**src/rtl/result_fraction_select_stage.sv**
```systemverilog
// Picks the stored fraction field from zero/qNaN/operand/result sources, registered.
// Define RESULT_FRACTION_SELECT_SKID_EN for a 2-entry stage with registered in_ready.
module result_fraction_select_stage #(
    parameter int FRAC_WIDTH   = 23,
    parameter int RESULT_WIDTH = FRAC_WIDTH + 9
) (
    input  logic                    clk,
    input  logic                    reset,
    input  logic                    flush,
    input  logic                    in_valid,
    output logic                    in_ready,
    input  logic [2:0]              fraction_select,
    input  logic [FRAC_WIDTH:0]     operand_fraction_a,
    input  logic [FRAC_WIDTH:0]     operand_fraction_b,
    input  logic [RESULT_WIDTH-1:0] result_fraction,
    output logic                    out_valid,
    input  logic                    out_ready,
    output logic [FRAC_WIDTH-1:0]   out_fraction
);

    localparam int W = FRAC_WIDTH;
    localparam int R = RESULT_WIDTH;

    localparam logic [2:0] SEL_ZERO    = 3'd0;
    localparam logic [2:0] SEL_QNAN    = 3'd1;
    localparam logic [2:0] SEL_A       = 3'd2;
    localparam logic [2:0] SEL_B       = 3'd3;
    localparam logic [2:0] SEL_RESULT  = 3'd4;
    localparam logic [2:0] SEL_IRESULT = 3'd5;

    logic [W-1:0] w_sel;
    logic         w_push;
    logic         w_pop;
    logic         w_unused;
    logic         r_valid;
    logic [W-1:0] r_frac;

    // Hidden bits and result bits outside the selected windows are don't-care.
    assign w_unused = ^{operand_fraction_a[W], operand_fraction_b[W],
                        result_fraction};

    always_comb begin
        w_sel = '0;
        case (fraction_select)
            SEL_ZERO:    w_sel = '0;
            SEL_QNAN:    w_sel[W-1] = 1'b1;
            SEL_A:       w_sel = operand_fraction_a[W-1:0];
            SEL_B:       w_sel = operand_fraction_b[W-1:0];
            SEL_RESULT:  w_sel = result_fraction[R-3 -: W];
            SEL_IRESULT: w_sel = result_fraction[W-1:0];
            default:     w_sel = '0;
        endcase
    end

    assign w_push       = in_valid && in_ready;
    assign w_pop        = r_valid && out_ready;
    assign out_valid    = r_valid;
    assign out_fraction = r_frac;

`ifdef RESULT_FRACTION_SELECT_SKID_EN

    logic         r_skid_valid;
    logic [W-1:0] r_skid_frac;

    // Ready depends only on the skid flag, never on out_ready.
    assign in_ready = !r_skid_valid && !reset && !flush;

    always_ff @(posedge clk) begin
        if (reset) begin
            r_valid      <= 1'b0;
            r_frac       <= '0;
            r_skid_valid <= 1'b0;
            r_skid_frac  <= '0;
        end else if (flush) begin
            r_valid      <= 1'b0;
            r_skid_valid <= 1'b0;
        end else if (!r_valid || w_pop) begin
            if (r_skid_valid) begin
                r_valid      <= 1'b1;
                r_frac       <= r_skid_frac;
                r_skid_valid <= 1'b0;
            end else if (w_push) begin
                r_valid <= 1'b1;
                r_frac  <= w_sel;
            end else begin
                r_valid <= 1'b0;
            end
        end else if (w_push) begin
            r_skid_valid <= 1'b1;
            r_skid_frac  <= w_sel;
        end
    end

`else

    assign in_ready = (!r_valid || out_ready) && !reset && !flush;

    always_ff @(posedge clk) begin
        if (reset) begin
            r_valid <= 1'b0;
            r_frac  <= '0;
        end else if (flush) begin
            r_valid <= 1'b0;
        end else if (w_push) begin
            r_valid <= 1'b1;
            r_frac  <= w_sel;
        end else if (w_pop) begin
            r_valid <= 1'b0;
        end
    end

`endif

endmodule

```
**config.mk**
```make
export PLATFORM = sky130hd
export DESIGN_NAME = result_fraction_select_stage
export DESIGN_NICKNAME = d
export VERILOG_FILES = /design/src/rtl/result_fraction_select_stage.sv
export SDC_FILE = /design/constraint.sdc
export NUM_CORES = 1
export LEC_CHECK = 0
export CORE_MARGIN = 2
export CORE_UTILIZATION = 36
export CTS_CLUSTER_DIAMETER = 60
export DETAILED_ROUTE_END_ITERATION = 6
export PLACE_DENSITY = 0.85
export SETUP_SLACK_MARGIN = 0.05
export SLEW_MARGIN = 20
export SYNTH_ARGS = -nofsm -noshare
export SYNTH_HDL_FRONTEND = slang
export SYNTH_SLANG_ARGS = --single-unit
```
**constraint.sdc**
```tcl
create_clock -name clk -period 3.5 [get_ports clk]
set_input_delay 0.7 -clock clk [delete_from_list [all_inputs] [get_ports clk]]
set_output_delay 0.7 -clock clk [all_outputs]
set_load 0.01 [all_outputs]
```
# After elaboration in Yosys (flattened, before gate mapping)
# Index checks and enable logic that the tools add are counted.
# W data, S select, Z words.
# word_totals
reg_bits,24
output_inout_bits,25
elab_cells,23
# classes
eq_ne,5
muxes,4
bitwise_logic,1
reduce_logical,11
# ops
operator,n
$pmux W22 S4,1
$eq A3 B2 Y1 const B,2
$eq A3 B3 Y1 const B,2
$pmux W1 S5,1
$logic_and A1 B1 Y1,4
$eq A3 B1 Y1 const B,1
$logic_not A1 Y1,3
$mux W1,2
$reduce_and A2 Y1,1
$reduce_bool A2 Y1,1
$reduce_or A2 Y1,1
$logic_or A1 B1 Y1,1
$not A1 Y1,1

# Logic depth before layout (Yosys ltp)
# depth
ltp_word,6
ltp_mapped,6
mapped_depth_nobuf,3

# Worst setup path before layout
# OpenSTA, ideal clock, no wires.
# synth_path
kind,input to output
startpoint,input port reset
endpoint,output port in_ready
t_arrival_ns,1.001
path_slack_ns,1.799
path_stages,1
path_buffers,0
path_cell_list,nor3_1
# synth_via
elab_chain_len,3
# synth_rtl
item,line_no,source
start: declaration,8,"input logic reset,"
$logic_not A1 Y1,96,assign in_ready = (!r_valid || out_ready) && !reset && !flush;
$logic_and A1 B1 Y1 (2 in series),96,
end: declaration,11,"output logic in_ready,"
# Every way passes these cells.

# Final worst setup path
# Ends and elaborated chain as after synthesis.

==> results.sh <==
export IMPL_drc=0
export IMPL_numClockSinks=24
export IMPL_die_area_mm2=0.00463
export IMPL_p_leak_uw=0.00106
export IMPL_htree_levels=1
export IMPL_antenna_cells=0
export IMPL_rsz0062_at_grt="false"
export IMPL_fp_dieH_um=68.1
export IMPL_p_per_area_mw_per_mm2=260
export IMPL_finalSetupViolCount=0
export IMPL_seq_area_frac_synth=0.325
export IMPL_power_uw=678
export IMPL_gp_congestion=0.767
export IMPL_fin_crit_ns=2.64
export IMPL_netlist_instances=146
export IMPL_relSlewSlack=0.534
export IMPL_grt_overflow=0
export IMPL_num_vias=1602
export IMPL_seqCellArea_um2=480
export IMPL_cp_data_arrival_time_ns=1.94
export IMPL_num_rows=23
export IMPL_worst_setup_path_end_kind="output port"
export IMPL_syn_cell_area_mm2=0.00148
export IMPL_fin_worst_skew_ns=0.00420
export IMPL_fin_nets=338
export IMPL_mostFrequentLayoutCells="clkdlybuf4s50_1 (107), mux2i_1 (44), dfxtp_1 (24)"
export IMPL_status="finished, final reports clean"
export IMPL_drt_iter0_drc=69
export IMPL_drt_pass1_iterations=4
export IMPL_synth_nets=234
export IMPL_dp_hpwl_mm=3.75
export IMPL_grt_first_pass_wirelength_mm=7.20
export IMPL_synth_cell_types=22
export IMPL_worstMarginPinSlew_ns=0.698
export IMPL_cts_buffers=3
export IMPL_cp_max_fo=4
export IMPL_synth_seq_cells=24
export IMPL_ir_drop_mv=0.195
export IMPL_clock_latency_ns=0.27
export IMPL_ant_nets=0
export IMPL_layout_drive_gt1_share=0.0484
export IMPL_routedWlPerCell_um=16.2
export IMPL_crit_type="in2out"
export IMPL_hold_buffers=0
export IMPL_layout_commonest_cell="clkdlybuf4s50_1"
export IMPL_reg2reg_slack_ns=1.96
export IMPL_cts_resized_gates=0
export IMPL_io_buffer_count=108
export IMPL_root_buffer="clkbuf_8"
export IMPL_critPathLaunchType="primary input"
export IMPL_fillCellCount=346
export IMPL_antenna_found_initial=0
export IMPL_area_delta_synth_final_pct=76.5
export IMPL_maxCapViolations=0
export IMPL_start_util=0.372
export IMPL_syn_avg_cell_area_um2=10.1
export IMPL_wl_mm=4.83
export IMPL_io_pins=113
export IMPL_path_clk_slew_ns=0.08
export IMPL_finalMaxSlewViolations=0
export IMPL_post_route_period_util=0.755
export IMPL_grt_pass1_vias=1511
export IMPL_ctsLongestPathBuffers=2
export IMPL_grt_use_total=0.208
export IMPL_cts_tree="built"
export IMPL_multi_input_area_um2=896
export IMPL_grt_max_degree=23
export IMPL_fmax_ghz=0.378
export IMPL_required_ns=2.80
export IMPL_fin_tns_setup_ns=0
export IMPL_yosysWarningCount=0
export IMPL_via_per_inst=5.38
export IMPL_coreArea_mm2=0.00397
export IMPL_finalHoldViolations=0
export IMPL_hold_path_class="reg2reg"
export IMPL_die_width_um=68.1
export IMPL_cts_setup_buffers=0
==> through the flow <==
stage	cell area [µm²]	std cells	util	setup WS (ns)	hold WS, ns
final	2610	298	0.657	0.856	0.479
after global routing	2610	298	0.657	0.787	0.495
after CTS	2610	298	0.657	0.858	0.480
after detailed placement	2570	295	0.647	0.857	0.460
after global placement	2570	295	0.647	0.849	0.461
after floorplan	1480	146	-	1.80	0.511
==> cells in the mapped netlist <==
master	n	area share
inv_1	2	0.0051
nand2b_1	3	0.013
o311a_1	1	0.0068
o22ai_1	22	0.093
a22o_1	22	0.13
buf_6	3	0.023
buf_2	7	0.024
nor3_1	1	0.0034
clkbuf_2	1	0.0034
buf_4	3	0.015
a311oi_2	1	0.010
nor2_1	2	0.0051
clkbuf_1	1	0.0025
dfxtp_1	24	0.33
o21a_1	1	0.0051
and3_1	1	0.0042
nand4b_1	1	0.0059
nand3b_1	1	0.0051
mux2i_1	44	0.30
nor2b_1	1	0.0042
nor3b_1	1	0.0051
a31oi_1	3	0.013
==> final timing paths <==
path / startpoint / endpoint / depth (start not counted)
setup reg to reg: out_valid / out_fraction[0] / 4
hold / removal: out_fraction[2] / out_fraction[2] / 1
setup / recovery: reset / in_ready / 3
hold reg to reg: out_fraction[2] / out_fraction[2] / 1
==> final cells by class <==
cell class / count / share of cell area
clock buffer: 3 / 0.0158
inverter: 2 / 0.00288
multi-input combinational: 105 / 0.343
sequential: 24 / 0.184
tap: 50 / 0.0240
timing repair buffer: 114 / 0.430
==> logic make-up (layout without fill, tap and decap cells) <==
kind of cell	Yosys count	in the layout	share of synthesized area
compound gates	50	50	0.258
mux	44	44	0.298
flops	24	24	0.325
buf+inv	17	119	0.0728
simple gates	11	11	0.0457
==> worst max-delay path: stages <==
cell,delay [ns]
clkdlybuf4s50_1,0.48
nor3_1,0.21
clkdlybuf4s50_1,0.56
==> power by group <==
group | internal, µW | total [µW] | switching, µW
combinational | 145 | 228 | 82.9
sequential | 283 | 288 | 5.09
clock | 77.0 | 162 | 85.1
total | 505 | 678 | 173
==> per-layer routing <==
| metal | share of wire | vias up | wire length (µm) | global-route usage |
|---|---|---|---|---|
| met5 | 0 | - | 0 | 0 |
| met4 | 0.0072 | 0 | 35 | 0.0450 |
| met3 | 0.081 | 4 | 391 | 0.0543 |
| met2 | 0.49 | 68 | 2370 | 0.350 |
| met1 | 0.42 | 746 | 2030 | 0.268 |
| li1 | - | 784 | - | - |
==> state kept, by name, summed over array words and instances (netlist names) <==
signal and flops:
out_fraction 23, out_valid 1
(Power assumes the default switching activity.)
==> RTL change, RTL diff (config.mk and constraints unchanged) <==
Build with the macro `RESULT_FRACTION_SELECT_SKID_EN` defined.
--- a/src/rtl/result_fraction_select_stage.sv
+++ b/src/rtl/result_fraction_select_stage.sv
@@ -1,5 +1,7 @@
 // Picks the stored fraction field from zero/qNaN/operand/result sources, registered.
 // Define RESULT_FRACTION_SELECT_SKID_EN for a 2-entry stage with registered in_ready.
+`define RESULT_FRACTION_SELECT_SKID_EN
+
 module result_fraction_select_stage #(
     parameter int FRAC_WIDTH   = 23,
     parameter int RESULT_WIDTH = FRAC_WIDTH + 9
Formal check against the unedited RTL: not equivalent (Yosys sat finds a counterexample within 4 cycles, from zero or initial values and one cycle with reset high).
==> RTL change against the unedited design <==
  * Design area grew 60%
  * Power grew 86%
  * Synthesized cell count grew 110%
  * Setup slack lost 58 ps
  * Via count grew 85%
  * Sequential share of layout area grew 4.5 points
  * Register-to-register slack lost 490 ps
  * Area after synthesis grew 100%
  * Die area grew 94%
  * Wire length grew 95%
  * Utilization shrank 14 points
  * Sequential cell count grew 24
  * Largest power group unchanged
==> RTL change: results (changes against the unedited design) <==
metric,value,unit,change
Routed WL,9428,um,+95%
GRT Total Usage,0.2014,,-0.007046
multi-input gate count,222,,+110%
max incr delay on CP,580,ps,+20 ps
worst r2r src,r_skid_valid,,
Hold WS,522.0,ps,+42.92 ps
via count,2971,,+85%
part of the Yosys area used for sequential elements,0.3234,,-0.001780
Cells after DPL,495,,+68%
WHS Endpoint,r_skid_frac[1],,
First-pass DRT Iterations,5,,+1
Iter 0 DRT Violations,268,,+290%
"Clk Latency, worst-skew pair",300,ps,+30 ps
FILL cells,720,,+110%
R2R Path End,out_fraction[12],,
Leakage,0.001555,uW,+46%
worst vdd ir,0.1669,mV,-14%
H-tree depth,2,,+1
Non-clock buffering overhead,0.2786,,-0.1511
Reg area,960.9,um^2,+100%
Multi-input gate area,1812,um^2,+100%
met3 GRT Util,0.07183,,+0.01755
final net count,485,,+43%
status,"complete, no violations",,
inverter count,1,,-1
CTS sink cnt,48,,+100%
vias in the first global route,2889,,+91%
Signal buffers,119,,+4.4%
first-pass GRT wire length,14370,um,+100%
grt met1 use,0.2558,,-0.01215
area post-placement,4074,um^2,+59%
Post-Syn Instances,312,,+110%
placer congestion estimate,0.7788,,+1.5%
Crit Path Max Fanout,5,,+1
final core utilization,0.5172,,-0.1397
DP HPWL,6544,um,+75%
most frequent cells after synthesis,"dfxtp_1, mux2i_1, nand2b_1, clkbuf_1, a211oi_1",,
Rel. slew slack,0.4173,,-0.1171
largest net degree at the start of global routing,71,,+210%
[RTL change: cell families after synthesis]
kind of cell | share of synthesized area
AOI/OAI and AO/OA | 0.3069
buffers and inverters | 0.06694
DFF | 0.3234
muxes | 0.1516
and+or+nand+nor | 0.1512
[RTL change: worst min-delay path: stages (launching register included)]
cell	delay [ps]
dfxtp_1	320
a21oi_1	110
a211oi_1	50
[RTL change: routing by layer]
| metal | routed length, um | up-vias |
|---|---|---|
| li1 | - | 1411 |
| met1 | 4039 | 1412 |
| met2 | 4207 | 141 |
| met3 | 1096 | 7 |
| met4 | 84 | 0 |
| met5 | 0 | - |
[RTL change: worst max path at each step]
stage               start               end  slack (ps)
finish              flush          in_ready         800
global route        flush          in_ready         700
CTS                 flush          in_ready         770
detailed placement  flush   out_fraction[3]         650
global placement    flush  out_fraction[10]         670
floorplan           reset          in_ready        1240
[RTL change: power by group]
part	internal [uW]	total, uW	leakage, uW	switching [uW]
Sequential	559	566	0.000388	7.62
Clock	212	404	0.0000541	192
Combinational	165	290	0.00111	125
